`src/rtl/spi_boot_pkg.sv`:
```
// spi_boot_pkg: flash command opcodes and loader state encoding shared by the boot loader files
package spi_boot_pkg;
    localparam logic [7:0] CMD_RESET_CR   = 8'hFF;
    localparam logic [7:0] CMD_RELEASE_PD = 8'hAB;
    localparam logic [7:0] CMD_READ       = 8'h03;
    typedef enum logic [3:0] {
        RESET_WAIT, CMD_FF, GAP1, CMD_AB, WAIT_RES, CMD_RD, RD_BYTE, WR_MEM, CLOSE, FINISH
    } state_t;
endpackage

```
`src/rtl/spi_boot_loader_if.sv`:
```
// spi_boot_loader_if: SPI flash pins plus RAM write handshake
// master: drives csb/sck/mosi and mem_addr/mem_wdata/mem_we; samples spi_miso and mem_ack
// slave: the flash/RAM side of the same signals
interface spi_boot_loader_if;
    logic        spi_csb;
    logic        spi_sck;
    logic        spi_mosi;
    logic        spi_miso;
    logic [15:0] mem_addr;
    logic [7:0]  mem_wdata;
    logic        mem_we;
    logic        mem_ack;
    modport master(output spi_csb, spi_sck, spi_mosi, mem_addr, mem_wdata, mem_we, input spi_miso, mem_ack);
    modport slave(input spi_csb, spi_sck, spi_mosi, mem_addr, mem_wdata, mem_we, output spi_miso, mem_ack);
endinterface

```
`src/rtl/spi_byte_xfer.sv`:
```
// spi_byte_xfer: one SPI mode-0 byte, MSB first, 16*CLK_DIV clk_i cycles per byte
// ports: clk_i/rst; start+tx_byte launch a byte; busy while shifting; done_pulse marks the
// final cycle (rx_byte complete); sck/mosi/miso are the SPI pins
module spi_byte_xfer #(
    parameter int CLK_DIV = 2
) (
    input  logic       clk_i,
    input  logic       rst,
    input  logic       start,
    input  logic [7:0] tx_byte,
    input  logic       miso,
    output logic       busy,
    output logic       done_pulse,
    output logic       sck,
    output logic       mosi,
    output logic [7:0] rx_byte
);
    logic [15:0] div;
    logic [3:0]  half;
    logic [7:0]  sh;
    logic        tick;
    assign tick       = busy && div == 16'(CLK_DIV - 1);
    // done_pulse is combinational so a start in the same cycle chains the next byte with no SCK gap
    assign done_pulse = tick && half == 4'd15;
    assign mosi       = busy & sh[7];
    always_ff @(posedge clk_i) begin
        if (rst) begin
            busy    <= 1'b0;
            div     <= '0;
            half    <= '0;
            sh      <= '0;
            sck     <= 1'b0;
            rx_byte <= '0;
        end else if (start && (!busy || done_pulse)) begin
            busy <= 1'b1;
            div  <= '0;
            half <= '0;
            sh   <= tx_byte;
            sck  <= 1'b0;
        end else if (done_pulse) begin
            busy <= 1'b0;
            div  <= '0;
            half <= '0;
            sck  <= 1'b0;
        end else if (tick) begin
            div  <= '0;
            half <= half + 4'd1;
            sck  <= ~sck;
            if (!half[0]) rx_byte <= {rx_byte[6:0], miso};
            else sh <= {sh[6:0], 1'b0};
        end else if (busy) begin
            div <= div + 16'd1;
        end
    end
endmodule

```
`src/rtl/spi_boot_loader.sv`:
```
// spi_boot_loader: wakes the SPI boot flash, reads it from address 0 and copies
// RAM_START..RAM_END into RAM, then releases the CPU
// ports: clk_i/rst; boot_en (0 skips the copy); bus = SPI pins + RAM write handshake;
// cpu_hold (CPU in reset while high); done (sticky copy-complete flag)
module spi_boot_loader
    import spi_boot_pkg::*;
#(
    parameter logic [15:0] RAM_START = 16'h0000,
    parameter logic [15:0] RAM_END   = 16'h0FFF,
    parameter int          CLK_DIV   = 2,
    parameter int          CS_GAP    = 4,
    parameter int          RES_WAIT  = 64
) (
    input  logic                clk_i,
    input  logic                rst,
    input  logic                boot_en,
    spi_boot_loader_if.master   bus,
    output logic                cpu_hold,
    output logic                done
);
    state_t      state, state_n;
    logic [1:0]  step, step_n, bcnt, bcnt_n;
    logic [15:0] cnt, cnt_n;
    logic [16:0] addr, addr_n;
    logic [7:0]  wdata, wdata_n, tx_byte, rx_byte;
    logic        we, we_n, csb, csb_n, done_n;
    logic        start, busy, done_pulse;

    spi_byte_xfer #(.CLK_DIV(CLK_DIV)) u_xfer (
        .clk_i(clk_i), .rst(rst), .start(start), .tx_byte(tx_byte), .miso(bus.spi_miso),
        .busy(busy), .done_pulse(done_pulse), .sck(bus.spi_sck), .mosi(bus.spi_mosi), .rx_byte(rx_byte)
    );

    assign bus.spi_csb   = csb;
    assign bus.mem_addr  = addr[15:0];
    assign bus.mem_wdata = wdata;
    assign bus.mem_we    = we;
    assign cpu_hold      = ~done;
    // only the opening byte of each command carries an opcode; address and read bytes are zero
    assign tx_byte = state == CMD_FF ? CMD_RESET_CR :
                     state == CMD_AB ? CMD_RELEASE_PD :
                     (state == CMD_RD && step == 2'd0) ? CMD_READ : 8'h00;

    always_ff @(posedge clk_i) begin
        if (rst) begin
            state <= RESET_WAIT;
            step  <= '0;
            bcnt  <= '0;
            cnt   <= '0;
            addr  <= {1'b0, RAM_START};
            wdata <= '0;
            we    <= 1'b0;
            csb   <= 1'b1;
            done  <= 1'b0;
        end else begin
            state <= state_n;
            step  <= step_n;
            bcnt  <= bcnt_n;
            cnt   <= cnt_n;
            addr  <= addr_n;
            wdata <= wdata_n;
            we    <= we_n;
            csb   <= csb_n;
            done  <= done_n;
        end
    end

    // step: 0 = launch byte, 1 = shifting, 2 = one idle cycle so SCK is already low when csb rises
    always_comb begin
        state_n = state;
        step_n  = step;
        bcnt_n  = bcnt;
        cnt_n   = cnt;
        addr_n  = addr;
        wdata_n = wdata;
        we_n    = we;
        start   = 1'b0;
        case (state)
            RESET_WAIT: begin
                state_n = boot_en ? CMD_FF : FINISH;
                step_n  = 2'd0;
            end
            CMD_FF, CMD_AB: begin
                if (step == 2'd0) begin
                    start  = !busy;
                    step_n = busy ? 2'd0 : 2'd1;
                end else if (step == 2'd1) begin
                    step_n = done_pulse ? 2'd2 : 2'd1;
                end else begin
                    state_n = state == CMD_FF ? GAP1 : WAIT_RES;
                    step_n  = 2'd0;
                    cnt_n   = '0;
                end
            end
            GAP1: begin
                if (cnt == 16'(CS_GAP - 1)) state_n = CMD_AB;
                else cnt_n = cnt + 16'd1;
            end
            WAIT_RES: begin
                if (cnt == 16'(RES_WAIT - 1)) state_n = CMD_RD;
                else cnt_n = cnt + 16'd1;
            end
            CMD_RD: begin
                if (step == 2'd0) begin
                    start  = !busy;
                    step_n = busy ? 2'd0 : 2'd1;
                    bcnt_n = '0;
                end else if (done_pulse) begin
                    // chain the next address byte, and after the last one the first data byte
                    start  = 1'b1;
                    bcnt_n = bcnt + 2'd1;
                    if (bcnt == 2'd3) state_n = RD_BYTE;
                end
            end
            RD_BYTE: begin
                if (step == 2'd0) begin
                    start  = !busy;
                    step_n = busy ? 2'd0 : 2'd1;
                end else if (done_pulse) begin
                    wdata_n = rx_byte;
                    we_n    = 1'b1;
                    state_n = WR_MEM;
                end
            end
            WR_MEM: begin
                if (we && bus.mem_ack) begin
                    we_n   = 1'b0;
                    step_n = 2'd0;
                    // 17-bit compare lets a full 64 KiB image finish without wrapping
                    if (addr == {1'b0, RAM_END}) state_n = CLOSE;
                    else begin
                        addr_n  = addr + 17'd1;
                        state_n = RD_BYTE;
                    end
                end
            end
            CLOSE:   state_n = FINISH;
            FINISH:  state_n = FINISH;
            default: state_n = RESET_WAIT;
        endcase
        csb_n  = !(state_n inside {CMD_FF, CMD_AB, CMD_RD, RD_BYTE, WR_MEM});
        done_n = done | (state == FINISH);
    end
endmodule

```
`src/flat_wrapper.sv`:
```
// flat-port wrapper written by rule: the top's interface ports become plain ports
module spi_boot_loader_flat import spi_boot_pkg::*;
#(
    parameter logic [15:0] RAM_START = 16'h0000,
    parameter logic [15:0] RAM_END   = 16'h0FFF,
    parameter int          CLK_DIV   = 2,
    parameter int          CS_GAP    = 4,
    parameter int          RES_WAIT  = 64
)
  (clk_i, rst, boot_en, cpu_hold, done, bus_spi_csb, bus_spi_sck, bus_spi_mosi, bus_mem_addr, bus_mem_wdata, bus_mem_we, bus_spi_miso, bus_mem_ack);
  spi_boot_loader_if bus_i ();
  input  logic clk_i;
  input  logic rst;
  input  logic boot_en;
  output logic cpu_hold;
  output logic done;
  output wire logic [$bits(bus_i.spi_csb)-1:0] bus_spi_csb;
  output wire logic [$bits(bus_i.spi_sck)-1:0] bus_spi_sck;
  output wire logic [$bits(bus_i.spi_mosi)-1:0] bus_spi_mosi;
  output wire logic [$bits(bus_i.mem_addr)-1:0] bus_mem_addr;
  output wire logic [$bits(bus_i.mem_wdata)-1:0] bus_mem_wdata;
  output wire logic [$bits(bus_i.mem_we)-1:0] bus_mem_we;
  input wire logic [$bits(bus_i.spi_miso)-1:0] bus_spi_miso;
  input wire logic [$bits(bus_i.mem_ack)-1:0] bus_mem_ack;
  assign bus_spi_csb = bus_i.spi_csb;
  assign bus_spi_sck = bus_i.spi_sck;
  assign bus_spi_mosi = bus_i.spi_mosi;
  assign bus_mem_addr = bus_i.mem_addr;
  assign bus_mem_wdata = bus_i.mem_wdata;
  assign bus_mem_we = bus_i.mem_we;
  assign bus_i.spi_miso = bus_spi_miso;
  assign bus_i.mem_ack = bus_mem_ack;
  spi_boot_loader #(.RAM_START(RAM_START), .RAM_END(RAM_END), .CLK_DIV(CLK_DIV), .CS_GAP(CS_GAP), .RES_WAIT(RES_WAIT)) u_core (.clk_i(clk_i), .rst(rst), .boot_en(boot_en), .bus(bus_i), .cpu_hold(cpu_hold), .done(done));
endmodule
```
`config.mk`:
```
export PLATFORM = sky130hd
export DESIGN_NAME = spi_boot_loader_flat
export DESIGN_NICKNAME = d
export VERILOG_FILES = /design/src/rtl/spi_boot_pkg.sv /design/src/rtl/spi_boot_loader_if.sv /design/src/rtl/spi_byte_xfer.sv /design/src/rtl/spi_boot_loader.sv /design/src/flat_wrapper.sv
export SDC_FILE = /design/constraint.sdc
export NUM_CORES = 1
export LEC_CHECK = 0
export ABC_AREA = 1
export CAP_MARGIN = 10
export CORE_MARGIN = 4
export CORE_UTILIZATION = 40
export DETAILED_ROUTE_END_ITERATION = 16
export HOLD_SLACK_MARGIN = 0.03
export PLACE_DENSITY = 0.58
export SLEW_MARGIN = 0
export SYNTH_ARGS = -nofsm -noshare
export SYNTH_HDL_FRONTEND = slang
export SYNTH_SLANG_ARGS = --single-unit
```
`constraint.sdc`:
```
create_clock -name clk_i -period 2.45 [get_ports clk_i]
set_input_delay 0.245 -clock clk_i [delete_from_list [all_inputs] [get_ports clk_i]]
set_output_delay 0.245 -clock clk_i [all_outputs]
set_load 0.02 [all_outputs]
```
# Word level (Yosys, flattened, before mapping)
# Cells that the tools add are included.
# word_totals
input_bits	5
reg_bits	90
out_inout_bits	30
# op_classes
mux	45
n_reduce_logical	32
n_addsub	5
eq_ne	30
bitwise	9
# op_table
op	n
2-to-1 mux 16 bit	4
2-to-1 mux 4 bit	12
2-to-1 mux 8 bit	6
one-hot mux 16 bit (3 select lines)	1
adder 16 x 1 -> 16 bit (second input constant)	2
one-hot mux 4 bit (8 select lines)	1
equality test 4 x 3 -> 1 bit (second input constant)	7
adder 17 x 1 -> 17 bit (second input constant)	1
equality test 17 x 12 -> 1 bit (second input constant)	1
equality test 16 x 1 -> 1 bit (second input constant)	1
equality test 16 x 2 -> 1 bit (second input constant)	1
equality test 16 x 6 -> 1 bit (second input constant)	1
2-to-1 mux 2 bit	8
equality test 4 x 2 -> 1 bit (second input constant)	3
equality test 4 bit (second input constant)	3
inequality test 2 bit (second input constant)	6
AND reduction 3 bit	4
nonzero test 2 bit	5
2-to-1 mux 1 bit	9
equality test 4 x 1 -> 1 bit (second input constant)	2
one-hot mux 2 bit (4 select lines)	1
AND reduction 4 bit	2
inverter 1 bit	7
inequality test 2 x 1 -> 1 bit (second input constant)	3
other kinds (21)	30

# Logic depth before layout (Yosys ltp)
# Gate-level depths: netlist of run 1.
# logic_depth
depth_word	9
ltp_mapped	15
depth_no_buf	14

# By module
# A second synthesis of run 1 with hierarchy kept.
# unflattened
hier_cells	771
area_unflattened_um2	5273.8
# by_module_without_submodules
mod	seq_area_each_um2	n_inst	cells_per_inst	area_per_inst_um2
spi_boot_loader	1041.0	1	504	3316.9
spi_byte_xfer	760.7	1	267	1956.9

# Worst setup path before layout of run 1
# OpenSTA, ideal clock, no wires.
# synth_timing
kind	register to register
startpoint	reg u_core.u_xfer.div[1]
endpoint	reg u_core.u_xfer.rx_byte[0]
setup_time_ns	0.114
path_buffers	1
stages_incl_launch_ff	15
required_time_ns	2.336
setup_slack_ns	0.669
period_less_slack_ns	1.781
arrival_ns	1.667
path_cell_list	dfxtp_1 -> inv_1 -> ha_1 -> inv_1 -> nor2_1 -> nand2_1 -> nor2_1 -> and2_2 -> nand3_1 -> nand2_2 -> nand2_4 -> nand3_4 -> buf_6 -> o21bai_1 -> nor2_1
# synth_between
elab_chain_len	9
# synth_rtl
item	line	rtl
start, declared	spi_byte_xfer.sv:18	logic [15:0] div;
start signal, assigned	spi_byte_xfer.sv:52	div <= div + 16'd1;
equality test 16 x 1 -> 1 bit (*)	spi_byte_xfer.sv:22	assign tick = busy && div == 16'(CLK_DIV - 1);
logical AND 1 bit (*)	spi_byte_xfer.sv:22	
logical AND 1 bit	spi_byte_xfer.sv:24	assign done_pulse = tick && half == 4'd15;
2-to-1 mux 1 bit	spi_boot_loader.sv:108	end else if (done_pulse) begin
2-to-1 mux 1 bit	spi_boot_loader.sv:104	if (step == 2'd0) begin
one-hot mux 1 bit (2 select lines)	spi_boot_loader.sv:78	case (state)
logical AND 1 bit	spi_byte_xfer.sv:34	end else if (start && (!busy || done_pulse)) begin
inverter 1 bit (no source line)	-	
AND reduction 4 bit (no source line) (*)	-	
end signal, assigned	spi_byte_xfer.sv:49	if (!half[0]) rx_byte <= {rx_byte[6:0], miso};
end, declared	spi_byte_xfer.sv:16	output logic [7:0] rx_byte
# Every way passes the cells marked *; elsewhere a longest branch is shown, timed or not.
# A chain may end at the register's enable or synchronous reset.

# Worst setup path in the final report of run 1
# layout_timing
startpoint	reg u_core.state[1]
endpoint	reg u_core.addr[4]
# layout_between
elab_chain_len	2
# layout_rtl
item	line	rtl
start, declared	spi_boot_loader.sv:21	state_t state, state_n;
start signal, assigned	spi_boot_loader.sv:56	state <= state_n;
equality test 4 x 3 -> 1 bit	spi_boot_loader.sv:78	
AND reduction 3 bit (no source line)	-	
end signal, assigned	spi_boot_loader.sv:50	addr <= {1'b0, RAM_START};
end signal, assigned	spi_boot_loader.sv:60	addr <= addr_n;
end, declared	spi_boot_loader.sv:24	logic [16:0] addr, addr_n;
# No other way between the ends.

==> out/results.ini, run 1 <==
[run_status]
status=finished clean

[clocking]
clkSinkCount=90
cts_buffers=9
cts-root-buf=clkbuf_16
cts_tree=yes
worstSkewPairLatency_ps=340
post_cts_resized=0
cts_setup_buffers=0
cts_buffer_depth=2
holdBufCountCts=0
clkTransAtPathRegs_ps=70
h-tree-depth=3

[synth]
syn_area_per_cell_um2=7.010
ys_warn_count=0
synth_nets=690
synth_top_area_share_pct=37.85
synth_seq_cells=90
yosysTopAreaCell=dfxtp_1
syn_inst=679
synth-edff-count=0
synth_area_um2=4760
yosys-top-cells-area=dfxtp_1, nand2_1, nor2_1, inv_1, nand3_1
ys.flop_type=dfxtp_1
synth.distinct_cells=49
async_flop_share_pct=0
ys_seq_area_share_pct=37.85

[floorplan]
fp.dieW_um=117.1
num_io_pins=35
start_util_pct=41.33
dieArea_um2=13710
die_h_um=117.1
fp.coreArea_um2=11520
rows=39

[setup_path]
regToRegSetupSlack_ps=260
start_kind=flop
cp.required_ps=2710
endpoint_kind=flop
worst_path_max_delay_cell=dfxtp_1
path_max_fanout=16
arrival_ps=2450
critical_path.max_stage_delay_ps=550
cp_cell_sequence=nand2_1 -> nor2_2 -> inv_1 -> nor2_2 -> inv_1 -> nor2_4 -> inv_2 -> o21bai_1 -> nor3b_1
path_class=reg -> reg

[grt]
track_usage_pct=16.22
grt_antenna_before_repair=0
grt_pass1_wl_um=17880
overflow=0
first_global_vias=3973
grt_max_degree=40

[sta]
tightest_slew_ps=728.3
hold_viol_final=0
setup_viol_count_final=0
rsz0062_at_grt=false
finalCritPeriodShare_pct=89.43
final.min_clock_period_ps=2191
max_freq_mhz=456.4
fin_skew_ps=7.218
finalSetupTns_ps=0
drv_slew=0
slew_headroom_pct=51.00

[detailed_routing]
vias=4211
wl_um=10500
routedWlPerCell_um=12.41
drt_iter0_markers=278
viasPerCell=4.978
drtPass1Iterations=4
drc=0
ant_nets=0

[finish]
antenna_cells=0
area_growth_pct=13.99
nNetsFinal=709
drive_gt1_share_pct=7.112

[min_path]
hold_class=reg -> reg

[pwr]
combPwrFrac_pct=9.8
seq_power_share_pct=45.9
p_leak_nw=2.093
cellPowerDensity_nw_per_um2=617.2
p_sw_share_pct=24.81
internal_power_mw=2.518
power.share.clock_pct=44.3
p_switching_uw=830.9
design_power_total_mw=3.349
vdd_drop_max_mv=0.3714

[placement]
hpwl_um=7612
port_buffers=34
place.gp.congestion=0.8516

[job]
max_cap_violations=0

-- critical path: cells and delay by family, from the launching register on --
kind / cells / cell delay [ps]
simple gates: 5 / 1020
flops: 1 / 550
buf+inv: 3 / 360
compound gates: 1 / 160
-- per-layer routing --
| metal | part of all wire (%) | GRT usage, % | vias up |
|---|---|---|---|
| met1 | 50 | 21.58 | 1926 |
| met5 | 0 | 0 | - |
| li1 | - | - | 2228 |
| met2 | 46 | 26.17 | 52 |
| met3 | 2.9 | 2.931 | 5 |
| met4 | 1.0 | 6.422 | 0 |
-- synth_stat cells (5+ instances only) --
cell	n
nand2_1	125
nor2_1	111
dfxtp_1	90
inv_1	83
nand3_1	47
a21oi_1	40
nand4_1	18
o21ai_0	18
buf_4	17
xor2_1	16
nor3_1	15
o21bai_1	11
a211oi_1	9
clkbuf_1	7
ha_1	6
nor2_2	6
nand2_2	5
-- layout make-up --
cell class | instances | area (µm²)
fill | 1156 | 6091
multi-input combinational | 469 | 2405
sequential | 90 | 1802
timing repair buffer | 40 | 385.4
inverter | 88 | 335.3
clock buffer | 10 | 229.0
tap | 143 | 178.9
clock inverter | 6 | 90.09
-- placed cells by master (no fill, tap or decap), types with 2 or more instances in the layout --
master / synthesis / routed
inv_2: 3 / 3
nand4_1: 18 / 18
xnor2_1: 2 / 2
nand3_1: 47 / 47
dfxtp_1: 90 / 90
nand3b_1: 4 / 4
ha_1: 6 / 6
nor2_2: 6 / 6
nor4_1: 3 / 3
a31oi_1: 3 / 3
nor2_1: 111 / 111
nand2_2: 5 / 5
bufinv_16: 0 / 2
nor3_1: 15 / 15
a21oi_1: 40 / 40
nor3b_1: 3 / 3
buf_4: 17 / 6
inv_1: 83 / 83
a211oi_1: 9 / 9
nor3_2: 2 / 2
o21bai_1: 11 / 11
inv_6: 1 / 2
clkbuf_16: 0 / 9
clkdlybuf4s50_1: 0 / 34
nand2_1: 125 / 125
o21a_1: 3 / 3
o211ai_1: 3 / 3
or2_2: 2 / 2
o21ai_0: 18 / 18
xor2_1: 16 / 16
-- metrics by stage --
stage                     hold slack [ps]  cells  worst slack, ps  instance area (µm²)  utilization (%)
after global placement              450.7    830            270.1                 5106            44.34
after floorplan                     395.9    679            669.1                 4760                -
after detailed placement            462.7    830            298.6                 5106            44.34
after global routing                502.0    846            6.597                 5425            47.11
final                               469.6    846            259.1                 5425            47.11
after CTS                           472.2    846            215.2                 5425            47.11
-- state kept, by name, indices dropped and copies added (netlist names) --
| name | count |
|---|---|
| u_core.addr | 17 |
| u_core.bcnt | 2 |
| u_core.bus.mem_wdata | 8 |
| u_core.bus.mem_we | 1 |
| u_core.bus.spi_csb | 1 |
| u_core.cnt | 16 |
| u_core.done | 1 |
| u_core.state | 4 |
| u_core.step | 2 |
| u_core.u_xfer.busy | 1 |
| u_core.u_xfer.div | 16 |
| u_core.u_xfer.half | 4 |
| u_core.u_xfer.rx_byte | 8 |
| u_core.u_xfer.sck | 1 |
| u_core.u_xfer.sh | 8 |
-- cells by family after synthesis --
logic type                 Yosys count  share of synthesized area [%]
and+or+nand+nor                    349                          33.25
DFF                                 90                          37.85
AOI/OAI and AO/OA                   96                          12.38
adders and majority gates            6                          1.577
xor gates and xnor gates            18                          3.312
buffers and inverters              120                          11.62
-- worst paths after layout --
kind	start	endpoint	depth (start not counted)
worst max register to register	u_core.state[1]$_SDFF_PP0_	u_core.addr[4]$_SDFFE_PP0P_	9
worst min-delay path	u_core.done$_SDFF_PP0_	u_core.done$_SDFF_PP0_	2
worst min register to register	u_core.done$_SDFF_PP0_	u_core.done$_SDFF_PP0_	2
worst max-delay path	u_core.state[1]$_SDFF_PP0_	u_core.addr[4]$_SDFFE_PP0P_	9
-- power groups by stage --
stage	logic, mW	registers (mW)	clock network [mW]
2_1_floorplan	0.252	1.56	0
3_3_place_gp	0.324	1.57	0
6_report	0.330	1.54	1.48
5_1_grt	0.377	1.54	1.58
4_1_cts	0.332	1.54	1.52
3_5_place_dp	0.330	1.57	0
Note: power is estimated with default switching activity, not from simulation.
==> run 2: changes to the inputs <==
==> constraint.sdc (replaced) <==
create_clock -name clk_i -period 2.45 [get_ports clk_i]
set_input_delay 0.49 -clock clk_i [delete_from_list [all_inputs] [get_ports clk_i]]
set_output_delay 0.49 -clock clk_i [all_outputs]
set_load 0.02 [all_outputs]
==> out/results.ini, run 2 (synthesis gave the netlist of run 1 again) <==
[finish]
nNetsFinal=709  ; unchanged
layout_commonest_cell=nand2_1
reg_top3=u_core.addr (17), u_core.cnt (16), u_core.u_xfer.div (16)
final_cell_mix=nand2_1, nor2_1, dfxtp_1
area_growth_pct=13.25
antenna_cells=0  ; unchanged
drive_gt1_share_pct=6.970  ; -0.14 points
stdcell_count=846  ; unchanged
largest_reg_flops=17  ; unchanged
regMostFlops=u_core.addr

[placement]
hpwl_um=7378  ; -3.1%
dpl_worst_slack_ps=246.6  ; -51.97 ps
place.gp.congestion=0.8834  ; +3.7%
port_buffers=34  ; unchanged
place_inst=830  ; unchanged

[setup_path]
path_class=reg -> out
path_max_fanout=9  ; -7
start_kind=flop
arrival_ps=1790  ; -660 ps
reg2reg_from=u_core.u_xfer.div[1]$_SDFFE_PP0P_
cp.required_ps=1960  ; -750 ps
endpoint_kind=primary output
setup.worst_path.start=u_core.u_xfer.busy$_SDFFE_PP0P_

[sta]
finalCritPeriodShare_pct=93.11  ; +3.7 points
setup_viol_count_final=0  ; unchanged
final.setup.worst_slack_ps=168.7  ; -90.38 ps
tightest_slew_ps=680.4  ; -47.94 ps
slew_headroom_pct=54.22  ; +3.2 points
finalSetupTns_ps=0  ; unchanged
fin_skew_ps=6.569  ; -0.6488 ps
max_freq_mhz=438.3  ; -4.0%
drv_slew=0  ; unchanged
rsz0062_at_grt=false
final.min_clock_period_ps=2281  ; +90.38 ps
hold_viol_final=0  ; unchanged

[pwr]
design_power_total_mw=3.181  ; -5.0%
cellPowerDensity_nw_per_um2=590.1  ; -4.4%
vdd_drop_max_mv=0.2651  ; -29%
p_leak_nw=2.081  ; -0.54%

[grt]
track_usage_pct=15.91  ; -0.31 points
grt_max_degree=40  ; unchanged
grt_pass1_wl_um=17480  ; -2.2%
overflow=0  ; unchanged
grt_antenna_before_repair=0  ; unchanged
first_global_vias=3933  ; -1.0%

[floorplan]
fp.dieW_um=117.1  ; unchanged
dieArea_um2=13710  ; unchanged
die_h_um=117.1  ; unchanged
rows=39  ; unchanged
num_io_pins=35  ; unchanged
start_util_pct=41.33  ; unchanged
fp.coreArea_um2=11520  ; unchanged

[detailed_routing]
vias=4227  ; +0.38%
routedWlPerCell_um=12.00  ; -3.3%
viasPerCell=4.996  ; +0.38%
drt_iter0_markers=323  ; +16%
wl_um=10160  ; -3.3%
drtPass1Iterations=4  ; unchanged
ant_nets=0  ; unchanged
drc=0  ; unchanged

[min_path]
hold_path_startpoint=u_core.addr[16]$_SDFFE_PP0P_
hold_class=reg -> reg

[clocking]
cts-root-buf=clkbuf_16
cts_buffer_depth=2  ; unchanged
worstSkewPairLatency_ps=340  ; about the same
cts_setup_buffers=0  ; unchanged
holdBufCountCts=0  ; unchanged
clkSinkCount=90  ; unchanged
post_cts_resized=0  ; unchanged
cts_tree=yes
h-tree-depth=3  ; unchanged
cts_buffers=9  ; unchanged
clkTransAtPathRegs_ps=60  ; about the same

[job]
max_cap_violations=0  ; unchanged

[run_status]
status=finished clean

[run 2: changes by cell type in the layout (fill, tap and decap cells not counted)]
cell / previous run / this run
clkbuf_8: 0 / 3
inv_6: 2 / 1
bufinv_16: 2 / 0
clkinvlp_4: 1 / 0
clkbuf_1: 1 / 2
clkinv_4: 1 / 0
clkinv_2: 1 / 2
[run 2: final timing paths]
check	to	slack (ps)	depth (start not counted)
setup reg to reg	u_core.u_xfer.rx_byte[3]$_SDFFE_PP0P_	390	13
setup / recovery	bus_spi_mosi	170	4
hold / removal	u_core.addr[16]$_SDFFE_PP0P_	470	2
hold reg to reg	u_core.addr[16]$_SDFFE_PP0P_	470	2
[run 2: layout make-up]
class	instances	area, µm²
clock buffers	14	274.0
clock inverters	2	10.01
fillers	1181	6126
inverters	88	335.3
multi-input cells	469	2405
flip-flops and latches	90	1802
well taps	143	178.9
repair buffers	40	385.4
[run 2: power breakdown]
part	internal (mW)	leakage, nW	switching, mW	total [mW]
sequential	1.51	0.727	0.0314	1.54
combinational	0.114	1.21	0.211	0.325
clock	0.768	0.143	0.551	1.32
total	2.39	2.08	0.793	3.18
[run 2: stage by stage]
step | cell area [µm²] | hold WS [ps] | util (%)
final | 5390 | 471.1 | 46.81
after global routing | 5390 | 505.2 | 46.81
after CTS | 5390 | 469.7 | 46.81
after detailed placement | 5106 | 460.7 | 44.34
after global placement | 5106 | 460.0 | 44.34
after floorplan | 4760 | 440.1 | -
[run 2: critical path, cell delays in order, from the launching register on]
cell	delay [ps]
dfxtp_1	510
buf_4	240
nand2_1	70
inv_1	50
clkdlybuf4s50_1	590
[run 2: layer usage]
| metal | wire length, µm | track usage, % | part of all wire [%] |
|---|---|---|---|
| met5 | 0 | 0 | 0 |
| met4 | 207 | 6.881 | 2.0 |
| met3 | 421 | 3.650 | 4.1 |
| met2 | 4520 | 25.26 | 45 |
| met1 | 5007 | 20.76 | 49 |
==> RTL edit, RTL diff (settings of run 2) <==
`wdata` no longer has a reset.
--- a/src/rtl/spi_boot_loader.sv
+++ b/src/rtl/spi_boot_loader.sv
@@ -50,3 +50,2 @@
             addr  <= {1'b0, RAM_START};
-            wdata <= '0;
             we    <= 1'b0;
@@ -60,3 +59,2 @@
             addr  <= addr_n;
-            wdata <= wdata_n;
             we    <= we_n;
@@ -65,2 +63,6 @@
         end
+    end
+
+    always_ff @(posedge clk_i) begin
+        wdata <= wdata_n;
     end
Behaviour: same outputs for any inputs over 10 cycles, from zero or initial values and one cycle with rst high; that may be too few to reach the edited logic, so the function may still have changed.
==> RTL edit against run 2 <==
Sequential cell count stayed put. Critical path depth decreased by 1. Synthesized area grew 0.89%. Largest cell class unchanged. Sequential share of layout area is 0.84 points higher. Synthesized cell count increased by 1.0%. Power is 12% higher. Critical path type unchanged. Global-route usage increased by 0.29 points. Worst setup slack better by 0.098 ns. Clock skew increased by 0.0026 ns. Via count rose by 2.4%. Routed wire length up 7.7%. Largest power group unchanged. Register-to-register slack barely moved. Cell area rose by 1.9%. Hold slack worse by 0.0064 ns.
==> RTL edit: results (changes against run 2) <==
outcome completed; total wire length 10,900 um (+7.7%); total global-route track usage 16.2% (+0.29 points); Clock Skew 0.00920 ns (+0.00263 ns); GPL Wtd Cong 0.907 (+2.7%); VDD IR-drop max 0.311 mV (+17%); first-pass GRT wire length 18,800 um (+7.8%); vias in the first global route 4,107 (+4.4%); post-layout total power 0.00356 W (+12%); Arr. time, crit path 1.69 ns (-0.10 ns); Layout area overhead 14.4%; sequential share of the synthesized area 39.2% (+1.3 points); largest net degree at the start of global routing 28 (-30%); crit path max fanout 8 (-1); post-synthesis cell type count 43 (-12%); ranking of synthesized cells by area dfxtp_1 (34%), nand2_1 (11%), nor2_1 (8.3%); Synth top cells by count nand2_1 (136), nor2_1 (106), inv_1 (85), dfxtp_1 (82); syn nets 697 (+1.0%); DRT iter0 DRCs 236 (-27%); nets 719 (+1.4%); Worst-Margin Slew 0.539 ns (-0.141 ns); TritonRoute pass-1 iters 5 (+1); share of layout cells above drive strength 1 7.71% (+0.74 points); Clk Latency, worst-skew pair roughly 0.35 ns; Fillers 1,132 (-4.1%); Vias 4,327 (+2.4%)
## RTL edit: cell types whose count changed in the layout (fill, tap and decap cells not counted), sizes merged, moves of 8 or more
| cell | change |
|---|---|
| nand2 | +13 |
| nor3 | +12 |
| o21bai | -11 |
| a211oi | -10 |
| o21ai | +9 |
| dfxtp | -8 |
| edfxtp | +8 |
## RTL edit: worst paths after layout
path              cells past startpoint  slack, ns                     start                        to
hold reg to reg                       0       0.46  u_core.u_xfer.rx_byte[6]   u_core.bus.mem_wdata[6]
setup reg to reg                      9       0.39     u_core.u_xfer.half[0]  u_core.u_xfer.rx_byte[3]
hold / removal                        0       0.46  u_core.u_xfer.rx_byte[6]   u_core.bus.mem_wdata[6]
setup / recovery                      3       0.27        u_core.u_xfer.busy              bus_spi_mosi
## RTL edit: layer usage
metal  global-route usage, %  wire length (um)  up-vias
li1                        -                 -     2256
met1                    21.1              5380     1956
met2                    25.6              4910       97
met3                    4.13               482       18
met4                    6.67               170        0
met5                       0                 0        -
## RTL edit: layout make-up
type                            instances  area share [%]
Tap cell                              143            3.26
Sequential cell                        90            34.3
Multi-Input combinational cell        475            43.4
Clock inverter                          6            1.62
Timing Repair Buffer                   40            7.02
Inverter                               92            6.29
Clock buffer                           10            4.17
## RTL edit: metrics by stage
stage	std cells	setup slack [ns]	cell area (um^2)	util, %	hold WS [ns]
after global routing	856	0.118	5490	47.5	0.484
after CTS	856	0.259	5490	47.5	0.463
after floorplan	686	0.669	4800	-	0.408
final	856	0.267	5490	47.5	0.465
after global placement	840	0.298	5170	44.7	0.442
after detailed placement	840	0.283	5170	44.7	0.446
## RTL edit: cells by family (layout without fill, tap and decap cells)
kind of cell	count (synthesis)	in the layout	share of synthesized area (%)
flops	90	90	39.2
simple gates	364	364	34.5
compound gates	82	82	9.35
fa+ha+maj	6	6	1.56
xor+xnor	23	23	4.20
buf+inv	121	148	11.2
## RTL edit: critical path, stage by stage, from the launching register on
cell             delay, ns
dfxtp_1               0.52
nand2_1               0.09
inv_1                 0.12
clkdlybuf4s50_1       0.61
## RTL edit: power breakdown
part / total, W / switching [W] / internal, W
logic: 0.000468 / 0.000318 / 0.000149
registers: 0.00159 / 0.0000529 / 0.00154
clock network: 0.00149 / 0.000599 / 0.000896
